### src/rtl/icache_loader_pkg.sv
// Shared types and constants for the instruction-cache loader.
// The optional trailing checksum byte is enabled by defining ICACHE_LOADER_CHECKSUM_EN.
package icache_loader_pkg;

    localparam int unsigned DepthDefault = 128;

    typedef enum logic [2:0] {
        StIdle,
        StLenLo,
        StLenHi,
        StDataLo,
        StDataHi,
        StCheck,
        StDone
    } state_e;

endpackage

### src/rtl/icache_loader.sv
// Loads a length-prefixed little-endian byte stream into an instruction store, holding the CPU off.
// Define ICACHE_LOADER_CHECKSUM_EN to require a trailing XOR checksum byte.
module icache_loader
    import icache_loader_pkg::*;
#(
    parameter int unsigned DEPTH = DepthDefault
) (
    input  logic        clk,
    input  logic        rst,
    input  logic        start,
    input  logic        in_valid,
    input  logic [7:0]  in_data,
    output logic        in_ready,
    output logic        write_enable,
    output logic [31:0] write_instruction_index,
    output logic [15:0] write_instruction,
    output logic        cpu_hold,
    output logic        done,
    output logic        error
);

    state_e      state_q, state_d;
    logic [15:0] count_q, count_d;
    logic [7:0]  lo_q, lo_d;
    logic [31:0] idx_q, idx_d;
    logic [15:0] instr_q, instr_d;
    logic        we_q, we_d;
    logic        hold_q, hold_d;
    logic        done_q, done_d;
    logic        err_q, err_d;
`ifdef ICACHE_LOADER_CHECKSUM_EN
    logic [7:0]  csum_q, csum_d;
`endif

    logic        xfer;
    logic        last_slot;
    logic [15:0] len_word;
    logic        len_bad;

    // The strobe cycle reuses StDataHi with we_q high, so ready must drop then.
    always_comb begin
        in_ready = 1'b0;
        unique case (state_q)
            StLenLo, StLenHi, StDataLo, StDataHi, StCheck: in_ready = !we_q;
            default: in_ready = 1'b0;
        endcase
    end

    assign xfer      = in_valid && in_ready;
    assign last_slot = (idx_q == ({16'd0, count_q} - 32'd1));
    assign len_word  = {in_data, lo_q};
    assign len_bad   = (len_word == 16'd0) || ({16'd0, len_word} > DEPTH);

    always_comb begin
        state_d = state_q;
        count_d = count_q;
        lo_d    = lo_q;
        idx_d   = idx_q;
        instr_d = instr_q;
        we_d    = 1'b0;
        hold_d  = hold_q;
        done_d  = done_q;
        err_d   = err_q;
`ifdef ICACHE_LOADER_CHECKSUM_EN
        csum_d  = csum_q;
`endif
        unique case (state_q)
            StIdle, StDone: begin
                if (start) begin
                    state_d = StLenLo;
                    done_d  = 1'b0;
                    err_d   = 1'b0;
                    hold_d  = 1'b1;
                    idx_d   = 32'd0;
`ifdef ICACHE_LOADER_CHECKSUM_EN
                    csum_d  = 8'd0;
`endif
                end
            end
            StLenLo: begin
                if (xfer) begin
                    lo_d    = in_data;
                    state_d = StLenHi;
                end
            end
            StLenHi: begin
                if (xfer) begin
                    count_d = len_word;
                    if (len_bad) begin
                        err_d   = 1'b1;
                        done_d  = 1'b1;
                        hold_d  = 1'b0;
                        state_d = StDone;
                    end else begin
                        state_d = StDataLo;
                    end
                end
            end
            StDataLo: begin
                if (xfer) begin
                    lo_d    = in_data;
`ifdef ICACHE_LOADER_CHECKSUM_EN
                    csum_d  = csum_q ^ in_data;
`endif
                    state_d = StDataHi;
                end
            end
            StDataHi: begin
                if (we_q) begin
                    if (last_slot) begin
`ifdef ICACHE_LOADER_CHECKSUM_EN
                        state_d = StCheck;
`else
                        state_d = StDone;
                        done_d  = 1'b1;
                        hold_d  = 1'b0;
`endif
                    end else begin
                        idx_d   = idx_q + 32'd1;
                        state_d = StDataLo;
                    end
                end else if (xfer) begin
                    instr_d = {in_data, lo_q};
                    we_d    = 1'b1;
`ifdef ICACHE_LOADER_CHECKSUM_EN
                    csum_d  = csum_q ^ in_data;
`endif
                end
            end
`ifdef ICACHE_LOADER_CHECKSUM_EN
            StCheck: begin
                if (xfer) begin
                    err_d   = (in_data != csum_q);
                    done_d  = 1'b1;
                    hold_d  = 1'b0;
                    state_d = StDone;
                end
            end
`endif
            default: state_d = StIdle;
        endcase
    end

    always_ff @(posedge clk) begin
        if (rst) begin
            state_q <= StIdle;
            count_q <= 16'd0;
            lo_q    <= 8'd0;
            idx_q   <= 32'd0;
            instr_q <= 16'd0;
            we_q    <= 1'b0;
            hold_q  <= 1'b0;
            done_q  <= 1'b0;
            err_q   <= 1'b0;
`ifdef ICACHE_LOADER_CHECKSUM_EN
            csum_q  <= 8'd0;
`endif
        end else begin
            state_q <= state_d;
            count_q <= count_d;
            lo_q    <= lo_d;
            idx_q   <= idx_d;
            instr_q <= instr_d;
            we_q    <= we_d;
            hold_q  <= hold_d;
            done_q  <= done_d;
            err_q   <= err_d;
`ifdef ICACHE_LOADER_CHECKSUM_EN
            csum_q  <= csum_d;
`endif
        end
    end

    assign write_enable            = we_q;
    assign write_instruction_index = idx_q;
    assign write_instruction       = instr_q;
    assign cpu_hold                = hold_q;
    assign done                    = done_q;
    assign error                   = err_q;

endmodule

### config.mk
export PLATFORM = sky130hd
export DESIGN_NAME = icache_loader
export DESIGN_NICKNAME = d
export VERILOG_FILES = /design/src/rtl/icache_loader_pkg.sv /design/src/rtl/icache_loader.sv
export SDC_FILE = /design/constraint.sdc
export NUM_CORES = 1
export LEC_CHECK = 0
export CORE_AREA = 8 8 176 95
export CTS_CLUSTER_DIAMETER = 50
export CTS_CLUSTER_SIZE = 20
export DETAILED_ROUTE_END_ITERATION = 8
export DIE_AREA = 0 0 184 103
export HOLD_SLACK_MARGIN = 0.1
export PLACE_DENSITY = 0.61
export SLEW_MARGIN = 20
export SYNTH_ARGS = -nofsm -noshare
export SYNTH_HDL_FRONTEND = slang
export SYNTH_SLANG_ARGS = --single-unit
### constraint.sdc
create_clock -name clk -period 2.6 [get_ports clk]
set_input_delay 0.78 -clock clk [delete_from_list [all_inputs] [get_ports clk]]
set_output_delay 0.78 -clock clk [all_outputs]
set_load 0.02 [all_outputs]
==> results of run 1 <==
## synth_stat cells (2+ instances only)
cell type	number	area, um^2
o31a_1	2	17.5
buf_6	3	33.8
o31ai_1	7	52.6
nor3b_1	2	15.0
nand4_1	11	68.8
nor2_1	29	109
dfxtp_1	79	1580
or2_2	2	12.5
nand2_2	2	12.5
o21a_1	2	15.0
o21ai_1	2	10.0
clkbuf_1	20	75.1
xor2_1	6	52.6
nor2b_1	3	18.8
nand4b_1	2	17.5
a21oi_1	63	315
ha_1	2	25.0
o21ai_2	6	52.6
nor4_4	3	63.8
buf_2	2	10.0
nand3_1	16	80.1
o21ai_0	17	85.1
a211oi_1	2	15.0
and2_1	3	18.8
nand2b_1	4	25.0
and3_1	8	50.1
nand2_1	89	334
and4_1	7	61.3
xnor2_1	16	140
or4_1	9	67.6
nor3_1	8	40.0
a21oi_2	8	70.1
mux2i_1	12	120
or3_1	21	131
nor4_1	9	56.3
o211ai_1	4	30.0
inv_1	8	30.0
## critical path, cell delays in order (launching register included)
cell      delay [ns]
dfxtp_2         0.32
inv_2           0.06
ha_4            0.13
or3b_4          0.42
nor3_4          0.16
and4_1          0.22
o221ai_2        0.10
or4b_4          0.61
o21ai_4         0.18
buf_6           0.15
buf_12          0.13
buf_6           0.11
o21ai_2         0.06
a21oi_2         0.10
## metrics by stage
stage	setup slack (ns)	cells	power (mW)	utilization	setup TNS, ns
after global placement	-0.299	851	2.52	0.406	-6.64
after global routing	-0.322	882	4.28	0.450	-8.97
after detailed placement	-0.385	851	2.53	0.406	-9.23
after floorplan	-0.153	514	2.09	-	-3.07
final	-0.218	882	4.08	0.450	-5.32
after CTS	-0.176	878	3.99	0.442	-4.59
## routing by layer
layer / GRT usage / wire (um) / share of wire
met1: 0.219 / 7370 / 0.51
met2: 0.215 / 5800 / 0.40
met3: 0.0397 / 1240 / 0.085
met4: 0.0296 / 116 / 0.0080
met5: 0 / 0 / 0
## how the worst min path moves through the flow
stage	startpoint	endpoint	slack, ns
3_3_place_gp	write_instruction[13]	write_instruction[13]	0.45
4_1_cts	write_instruction[13]	write_instruction[13]	0.46
3_5_place_dp	write_instruction[13]	write_instruction[13]	0.45
5_1_grt	write_instruction[15]	write_instruction[15]	0.48
2_1_floorplan	lo_q[1]	count_q[1]	0.45
6_report	write_instruction[9]	write_instruction[9]	0.45
## where the power goes
group	internal, mW	switching [mW]
clock	0.679	0.575
sequential	1.29	0.0758
combinational	0.711	0.753
## repair_timing
action,in CTS,in global routing
buffers inserted,10,4
endpoints found under the setup margin,37,36
pin swaps,21,11
resized for setup,31,16
hold endpoints to repair,0,0
gates cloned,2,1
## cells by family (layout without fill, tap and decap cells)
logic type | Yosys count | count (layout)
flops | 79 | 79
fa+ha+maj | 2 | 2
compound gates | 125 | 125
buf+inv | 36 | 206
simple gates | 237 | 237
mux | 13 | 13
xor+xnor | 22 | 22
## registers in the layout (all words and copies together), names as in the netlist
register and flops:
count_q 16, state_q 3, error 1, write_instruction_index 32
write_instruction 16, cpu_hold 1, lo_q 8, done 1
write_enable 1
## cell type report
cell class	count	area [um^2]	share of cell area
Tap cell	198	248	0.0390
Clock inverter	7	72.6	0.0114
Clock buffer	9	225	0.0355
Sequential cell	79	1600	0.252
Inverter	8	30.0	0.00473
Timing Repair Buffer	182	1630	0.257
Multi-Input combinational cell	399	2540	0.400
==> summary.md, run 1 <==
### Logic synthesis
• 0.188 — synthesized-area fraction occupied by ao, oa, aoi and oai cells
• 514 — cell count after synthesis
• 0 — asr flop ratio synth
• 0 — number of enable flip-flop cells after synthesis
• 0.380 — share of the yosys chip area belonging to registers
• 528 — number of nets produced by synthesis
• 0.0463 — XOR/XNOR share of the synthesized area
• 62 — Yosys cell types
• 8.10 um^2 — syn_area_per_cell
• 0.0316 — multiplexer share of the synthesized area
• simple AND/OR/NAND/NOR gates — largest family of logic cells by synthesized area
• 0.00601 — synthesized-area fraction occupied by adder cells
• 0.304 — simple-gate share of the synthesized area
• 0 — number of warnings issued by yosys
• dfxtp_1 — flip-flop cell with the highest count after synthesis
• 79 — post-synthesis sequential element count
• 4160 um^2 — post-synth design cell area

### Route
• 403 — Detailed Route Iter0 Violations
• 5 — iteration count of the initial detailed-routing pass
• 0 — DRT antenna net count
• 5.13 — DR vias/cell
• 0 — DRC Markers
• 4524 — via count of the routed design
• 16.5 um — wire length per cell
• 14500 um — total wire length

### Flow run
• 0 — maxcap violations

### Global route
• 50 — largest net degree at the start of global routing
• 0.150 — global routing usage summed across all routing layers
• 22600 um — global-route wire length before repair
• 0 — total congestion overflow
• 4359 — vias in the first global route
• 0 — initial antenna violation count

### STA
• yes — RSZ-0062 raised after global routing
• 2.82 ns — minimum clock period
• 0.455 ns — Hold WS
• 0 — final hold violation count
• 0.762 ns — actual transition at the worst max-transition pin
• 0.00881 ns — skew final
• 0.355 GHz — upper clock frequency limit
• 1.08 — crit share post-route
• 0 — max-slew violation count
• 0.490 — Rel. slew slack
• -0.218 ns — PnR worst setup slack
• 34 — final setup violating endpoints

### Die
• 103 um — die height
• 31 — Std-Cell Rows
• 19000 um^2 — overall die area
• 65 — top-level port count
• 0.295 — initial core utilization
• 14100 um^2 — area inside the core boundary
• 184 um — DIE WIDTH

### Clocking
• clkbuf_16 — CTS root buffer
• 79 — clk sink count
• 2 — clock tree buffer depth
• 0.07 ns — Clock transition at path regs
• 0.34 ns — Worst-Skew Late Latency
• 0 — number of buffers added to fix hold violations after cts
• done — CTS tree
• 9 — number of buffers created by CTS
• 3 — number of H-tree levels

### Placement
• 5740 um^2 — Post-DP Area
• 64 — PortBufs
• 10700 um — post-detail-place hpwl
• 0.895 — final estimated routing congestion in global placement

### Critical path
• -0.22 ns — setup slack on the worst flop-to-flop path
• flop — kind of end point of the critical path
• 13 — number of cells on the worst reg-to-reg path
• flop — critical path launch point type
• 3.09 ns — critical path arrival
• 2.88 ns — CP required
• 7 — critical path peak fanout
• reg -> reg — WS Path Type
• write_instruction_index[3] — worst r2r dst
• count_q[0] — origin of the critical flop-to-flop path
• write_instruction_index[3] — last element of the critical path
• count_q[0] — first element of the critical path

### Run status
• finished with violations — status
• setup timing — failing checks

### Finish
• 1397 — number of filler instances in the final layout
• 693 — number of nets in the layout
• buf_4 — most frequent standard cell in the layout excluding fill and tap cells
• 52.5% — Layout area overhead
• 0.292 — ratio of cells with drive above 1 in the final layout
• 0 — antenna diode count
• 6350 um^2 — Design Area, Final
• buf_4, nand2_1, dfxtp_1 — commonest non-fill, non-tap cells in the layout

### Worst hold path
• reg -> reg — Hold/Removal Path Class
• 2 — worst hold path cell count

### Pwr
• 2.33 nW — static power due to leakage
• 643 nW/um^2 — power per cell area
• 0.000372 V — maximum ir drop on the vdd rail

Note: power is estimated with default switching activity, not from simulation.
==> run 2: changes to the inputs <==
CORE_AREA = 8 8 140 77   (was 8 8 176 95)
DIE_AREA = 0 0 148 85   (was 0 0 184 103)
PLACE_DENSITY = 0.85   (was 0.61)
==> summary.md, run 2 (same netlist as run 1, synthesis figures left out) <==
### Route
• 20.4 um — wire length per cell, was 16.5 um
• 4995 — via count of the routed design, was 4524
• 0 — DRT antenna net count, unchanged
• 7 — iteration count of the initial detailed-routing pass, was 5
• 627 — Detailed Route Iter0 Violations, was 403
• 16100 um — total wire length, was 14500 um
• 6.31 — DR vias/cell, was 5.13
• 0 — DRC Markers, unchanged

### Finish
• 0.275 — ratio of cells with drive above 1 in the final layout, was 0.292
• 32 — max reg flops, unchanged
• 0.693 — core occupancy in the finished layout, was 0.450
• buf_4 — most frequent standard cell in the layout excluding fill and tap cells, unchanged
• 48.9% — Layout area overhead, was 52.5%
• 627 — number of filler instances in the final layout, was 1397
• 678 — number of nets in the layout, was 693
• buf_4, nand2_1, dfxtp_1 — commonest non-fill, non-tap cells in the layout, unchanged

### Pwr
• 2.28 nW — static power due to leakage, was 2.33 nW
• 0.355 — portion of total power attributed to combinational logic, was 0.359
• 0.338 — switching share of power, was 0.344
• 0.331 — share of power burned in registers, was 0.334
• 0.314 — relative contribution of the clock network to total power, was 0.307
• 0.000424 V — maximum ir drop on the vdd rail, was 0.000372 V
• 668 nW/um^2 — power per cell area, was 643 nW/um^2
• 2.74 mW — internal power, was 2.68 mW
• 4.14 mW — sum of internal, switching and leakage power, was 4.08 mW
• 1.40 mW — Net Switching, about the same

### Critical path
• flop — critical path launch point type, unchanged
• -0.54 ns — setup slack on the worst flop-to-flop path, was -0.22 ns
• write_instruction_index[5] — worst r2r dst, was write_instruction_index[3]
• 2.83 ns — CP required, was 2.88 ns
• 4 — critical path peak fanout, was 7
• flop — kind of end point of the critical path, unchanged
• 3.37 ns — critical path arrival, was 3.09 ns
• count_q[3] — origin of the critical flop-to-flop path, was count_q[0]
• 12 — number of cells on the worst reg-to-reg path, was 13
• reg -> reg — WS Path Type, unchanged

### Die
• 0.465 — initial core utilization, was 0.295
• 8950 um^2 — area inside the core boundary, was 14100 um^2
• 65 — top-level port count, unchanged
• 12600 um^2 — overall die area, was 19000 um^2
• 25 — Std-Cell Rows, was 31
• 148 um — DIE WIDTH, was 184 um
• 85 um — die height, was 103 um

### Run status
• setup timing — failing checks, unchanged
• finished with violations — status, unchanged

### Global route
• 0.245 — global routing usage summed across all routing layers, was 0.150
• 1 — initial antenna violation count, was 0
• 0 — total congestion overflow, unchanged
• 49 — largest net degree at the start of global routing, was 50
• 4742 — vias in the first global route, was 4359
• 24800 um — global-route wire length before repair, was 22600 um

### STA
• 0 — max-slew violation count, unchanged
• 0.560 — Rel. slew slack, was 0.490
• 0.318 GHz — upper clock frequency limit, was 0.355 GHz
• -15.85 ns — sum of negative setup slack, was -5.32 ns
• 3.14 ns — minimum clock period, was 2.82 ns
• -0.542 ns — PnR worst setup slack, was -0.218 ns
• 0.453 ns — Hold WS, was 0.455 ns
• yes — RSZ-0062 raised after global routing, unchanged
• 1.21 — crit share post-route, was 1.08
• 0.657 ns — actual transition at the worst max-transition pin, was 0.762 ns
• 36 — final setup violating endpoints, was 34
• 0 — final hold violation count, unchanged
• 0.00598 ns — skew final, was 0.00881 ns

### Placement
• 0.897 — final estimated routing congestion in global placement, was 0.895
• -0.479 ns — Post-Place Worst Slack, was -0.385 ns
• 64 — PortBufs, unchanged
• 9790 um — post-detail-place hpwl, was 10700 um

### Worst hold path
• 2 — worst hold path cell count, unchanged
• write_instruction[4] — worst hold endpoint, was write_instruction[9]
• write_instruction[4] — origin of the worst min-delay path, was write_instruction[9]
• reg -> reg — Hold/Removal Path Class, unchanged

### Clocking
• 0.06 ns — Clock transition at path regs, was 0.07 ns
• 9 — number of buffers created by CTS, unchanged
• 3 — number of H-tree levels, unchanged
• done — CTS tree, unchanged
• 2 — clock tree buffer depth, unchanged
• 79 — clk sink count, unchanged
• clkbuf_16 — CTS root buffer, unchanged
• 0.34 ns — Worst-Skew Late Latency, about the same

### Flow run
• 0 — maxcap violations, unchanged

==> run 2: cell types whose count changed in the layout (fill, tap and decap cells not counted), moves of 3 or more <==
cell     previous run  this run
buf_4             107        92
dfxtp_1            66        71
dfxtp_2            11         8
inv_6               3         0
o21ai_0            12         9
o21ai_2             6         9
or3_1              21        15
or3_4               0         6
==> run 2: worst max path at each step <==
stage               cells after the start                         from  slack (ns)                     endpoint
floorplan                              13                   count_q[0]       -0.15   write_instruction_index[7]
detailed placement                     11                   count_q[0]       -0.48  write_instruction_index[27]
CTS                                    11                  count_q[10]       -0.32   write_instruction_index[9]
global placement                       11                   count_q[0]       -0.37  write_instruction_index[29]
finish                                 12                   count_q[3]       -0.54   write_instruction_index[5]
global route                           11  write_instruction_index[22]       -0.54   write_instruction_index[5]
==> run 2: stage by stage <==
step	cell area, um^2	cells
after floorplan	4200	514
after global placement	5560	763
after detailed placement	5560	763
after CTS	6170	792
after global routing	6200	791
final	6200	791
==> run 2: metal layers <==
layer  part of all wire  GRT usage
met1               0.39      0.314
met2               0.42      0.370
met3               0.13     0.0717
met4              0.055      0.117
met5                  0          0
==> run 2: timing repair <==
action                                 4_1_cts  5_1_grt
buffers inserted                            11        1
gates resized for setup                     29       22
hold buffers                                 0        0
setup endpoints to repair                   37       36
gates cloned                                 3        1
endpoints found under the hold margin        0        0
pin swaps                                   17       10
==> run 2: cell type report <==
type,instances,area (um^2),share of cell area
Sequential cell,79,1590,0.257
Clock buffer,11,253,0.0408
Tap cell,121,151,0.0244
Timing Repair Buffer,167,1530,0.247
Clock inverter,5,56.3,0.00909
Inverter,8,30.0,0.00485
Multi-Input combinational cell,399,2580,0.417
Antenna cell,1,2.50,0.000404
==> run 2: critical path, stage by stage, from the launching register on <==
cell and delay (ns):
dfxtp_1 0.38, nor4_4 0.46, nand3_2 0.17, buf_4 0.19, xnor2_1 0.28, o221ai_1 0.19, or4b_4 0.57, o21ai_4 0.23
buf_6 0.16, buf_12 0.11, clkbuf_16 0.14, or4_4 0.12, nand2_2 0.04
==> run 2: power by group through the flow <==
stage	combinational, mW	clock [mW]	sequential [mW]
global route	1.53	1.35	1.38
CTS	1.44	1.31	1.37
detailed placement	1.09	0	1.39
floorplan	0.682	0	1.40
finish	1.47	1.30	1.37
global placement	1.05	0	1.38
==> run 3: changes to the inputs <==
MAX_ROUTING_LAYER = met4   (was unset)
==> summary.md, run 3 (same netlist as run 1, synthesis figures left out) <==
### Run status
• finished with violations — status, unchanged
• setup timing — failing checks, unchanged

### Critical path
• or4b_4 — master of the slowest instance on the critical path, unchanged
• 3.50 ns — critical path arrival, was 3.37 ns
• flop — critical path launch point type, unchanged
• buf_12 — Worst path most repeated cell
• flop — kind of end point of the critical path, unchanged
• inv_2, ha_4, or3b_4, nor3_4, buf_4, a32oi_2, nor4_2, or4b_4, o21ai_4, buf_12, buf_12, buf_16, o31ai_2, a21oi_1 — CP Cell Sequence, was nor4_4, nand3_2, buf_4, xnor2_1, o221ai_1, or4b_4, o21ai_4, buf_6, buf_12, clkbuf_16, or4_4, nand2_2
• 0.57 ns — critical path's largest stage delay, about the same
• -0.63 ns — setup slack on the worst flop-to-flop path, was -0.54 ns
• 5 — critical path peak fanout, was 4
• reg -> reg — WS Path Type, unchanged
• 2.87 ns — CP required, was 2.83 ns

### Die
• 25 — Std-Cell Rows, unchanged
• 12600 um^2 — overall die area, unchanged
• 85 um — die height, unchanged
• 0.465 — initial core utilization, unchanged
• 65 — top-level port count, unchanged
• 148 um — DIE WIDTH, unchanged
• 8950 um^2 — area inside the core boundary, unchanged

### STA
• 36 — final setup violating endpoints, unchanged
• 0 — final hold violation count, unchanged
• 1.24 — crit share post-route, was 1.21
• 0.00547 ns — skew final, was 0.00598 ns
• 0.559 — Rel. slew slack, was 0.560
• -0.630 ns — PnR worst setup slack, was -0.542 ns
• yes — RSZ-0062 raised after global routing, unchanged
• 0.662 ns — actual transition at the worst max-transition pin, was 0.657 ns
• 0 — max-slew violation count, unchanged
• 3.23 ns — minimum clock period, was 3.14 ns
• 0.310 GHz — upper clock frequency limit, was 0.318 GHz

### Clocking
• 2 — clock tree buffer depth, unchanged
• 0.35 ns — Worst-Skew Late Latency, was 0.34 ns
• 0.06 ns — Clock transition at path regs, about the same
• done — CTS tree, unchanged
• 3 — number of H-tree levels, unchanged
• 79 — clk sink count, unchanged
• clkbuf_16 — CTS root buffer, unchanged
• 9 — number of buffers created by CTS, unchanged

### Finish
• 687 — number of nets in the layout, was 678
• 1590 um^2 — flip-flop and latch area, about the same
• 32 — max reg flops, unchanged
• buf_4, nand2_1, dfxtp_1 — commonest non-fill, non-tap cells in the layout, unchanged
• 0.270 — ratio of cells with drive above 1 in the final layout, was 0.275
• 2540 um^2 — total area of multi-input combinational cells, was 2580 um^2
• 0 — antenna diode count, was 1
• 49.5% — Layout area overhead, was 48.9%
• 0.696 — core occupancy in the finished layout, was 0.693
• 638 — number of filler instances in the final layout, was 627
• buf_4 — most frequent standard cell in the layout excluding fill and tap cells, unchanged

### Global route
• 4726 — vias in the first global route, was 4742
• 49 — largest net degree at the start of global routing, unchanged
• 0.253 — global routing usage summed across all routing layers, was 0.245
• 0 — initial antenna violation count, was 1
• 0 — total congestion overflow, unchanged
• 24700 um — global-route wire length before repair, was 24800 um

### Pwr
• 669 nW/um^2 — power per cell area, was 668 nW/um^2
• 4.16 mW — sum of internal, switching and leakage power, was 4.14 mW
• 2.30 nW — static power due to leakage, was 2.28 nW
• 0.000433 V — maximum ir drop on the vdd rail, was 0.000424 V

### Route
• 0 — DRT antenna net count, unchanged
• 0 — DRC Markers, unchanged
• 6.09 — DR vias/cell, was 6.31
• 15700 um — total wire length, was 16100 um
• 19.7 um — wire length per cell, was 20.4 um
• 548 — Detailed Route Iter0 Violations, was 627
• 5 — iteration count of the initial detailed-routing pass, was 7
• 4856 — via count of the routed design, was 4995

### Flow run
• 0 — maxcap violations, unchanged

### Worst hold path
• reg -> reg — Hold/Removal Path Class, unchanged

### Placement
• -0.436 ns — Post-Place Worst Slack, was -0.479 ns
• 10300 um — post-detail-place hpwl, was 9790 um
• 64 — PortBufs, unchanged
• 0.923 — final estimated routing congestion in global placement, was 0.897

-- run 3: changes by cell type in the layout (fill, tap and decap cells not counted), sizes merged --
cell,change
buf,+10
clkbuf,-3
bufinv,+1
diode,-1
-- run 3: what timing repair did --
item                                   4_1_cts  5_1_grt
gates resized for setup                     26        9
endpoints found under the hold margin        0        0
pin swaps                                   20        6
setup buffers                               14        2
setup endpoints to repair                   37       36
hold buffers                                 0        0
gates cloned                                 3        0
-- run 3: final cells by class --
cell class              instances  area share
clock buffers                   9      0.0362
inverters                       8     0.00483
multi-input cells             399       0.409
well taps                     121      0.0243
clock inverters                 6      0.0139
flip-flops and latches         79       0.255
repair buffers                176       0.257
-- run 3: layer usage --
metal / global-route usage / vias to the layer above / share of wire
li1: - / 2170 / -
met1: 0.306 / 2261 / 0.41
met2: 0.380 / 352 / 0.44
met3: 0.0817 / 73 / 0.11
met4: 0.110 / 0 / 0.034
met5: - / - / 0
-- run 3: final timing paths --
kind	from	endpoint	cells after the start
setup reg to reg	count_q[1]	write_instruction_index[27]	14
setup / recovery	count_q[1]	write_instruction_index[27]	14
hold / removal	write_instruction[3]	write_instruction[3]	2
hold reg to reg	write_instruction[3]	write_instruction[3]	2
-- run 3: worst max-delay path, delay by kind of cell (launching register included) --
kind            cells  cell delay [ns]
simple gates        4             1.47
flops               1             0.33
fa+ha+maj           1             0.13
buf+inv             5             0.59
compound gates      4             0.63
-- run 3: per-stage QoR --
stage / hold WS [ns] / area, um^2 / setup TNS, ns / std cells
after floorplan: 0.450 / 4200 / -3.07 / 514
after global placement: 0.444 / 5600 / -9.62 / 768
after detailed placement: 0.451 / 5600 / -11.04 / 768
after CTS: 0.460 / 6210 / -11.64 / 798
after global routing: 0.477 / 6220 / -19.74 / 798
final: 0.460 / 6220 / -17.77 / 798
-- run 3: where the power goes --
group	leakage [nW]	internal [mW]	switching, mW
sequential	0.641	1.29	0.0848
clock	0.151	0.833	0.520
combinational	1.51	0.669	0.770
total	2.30	2.79	1.37
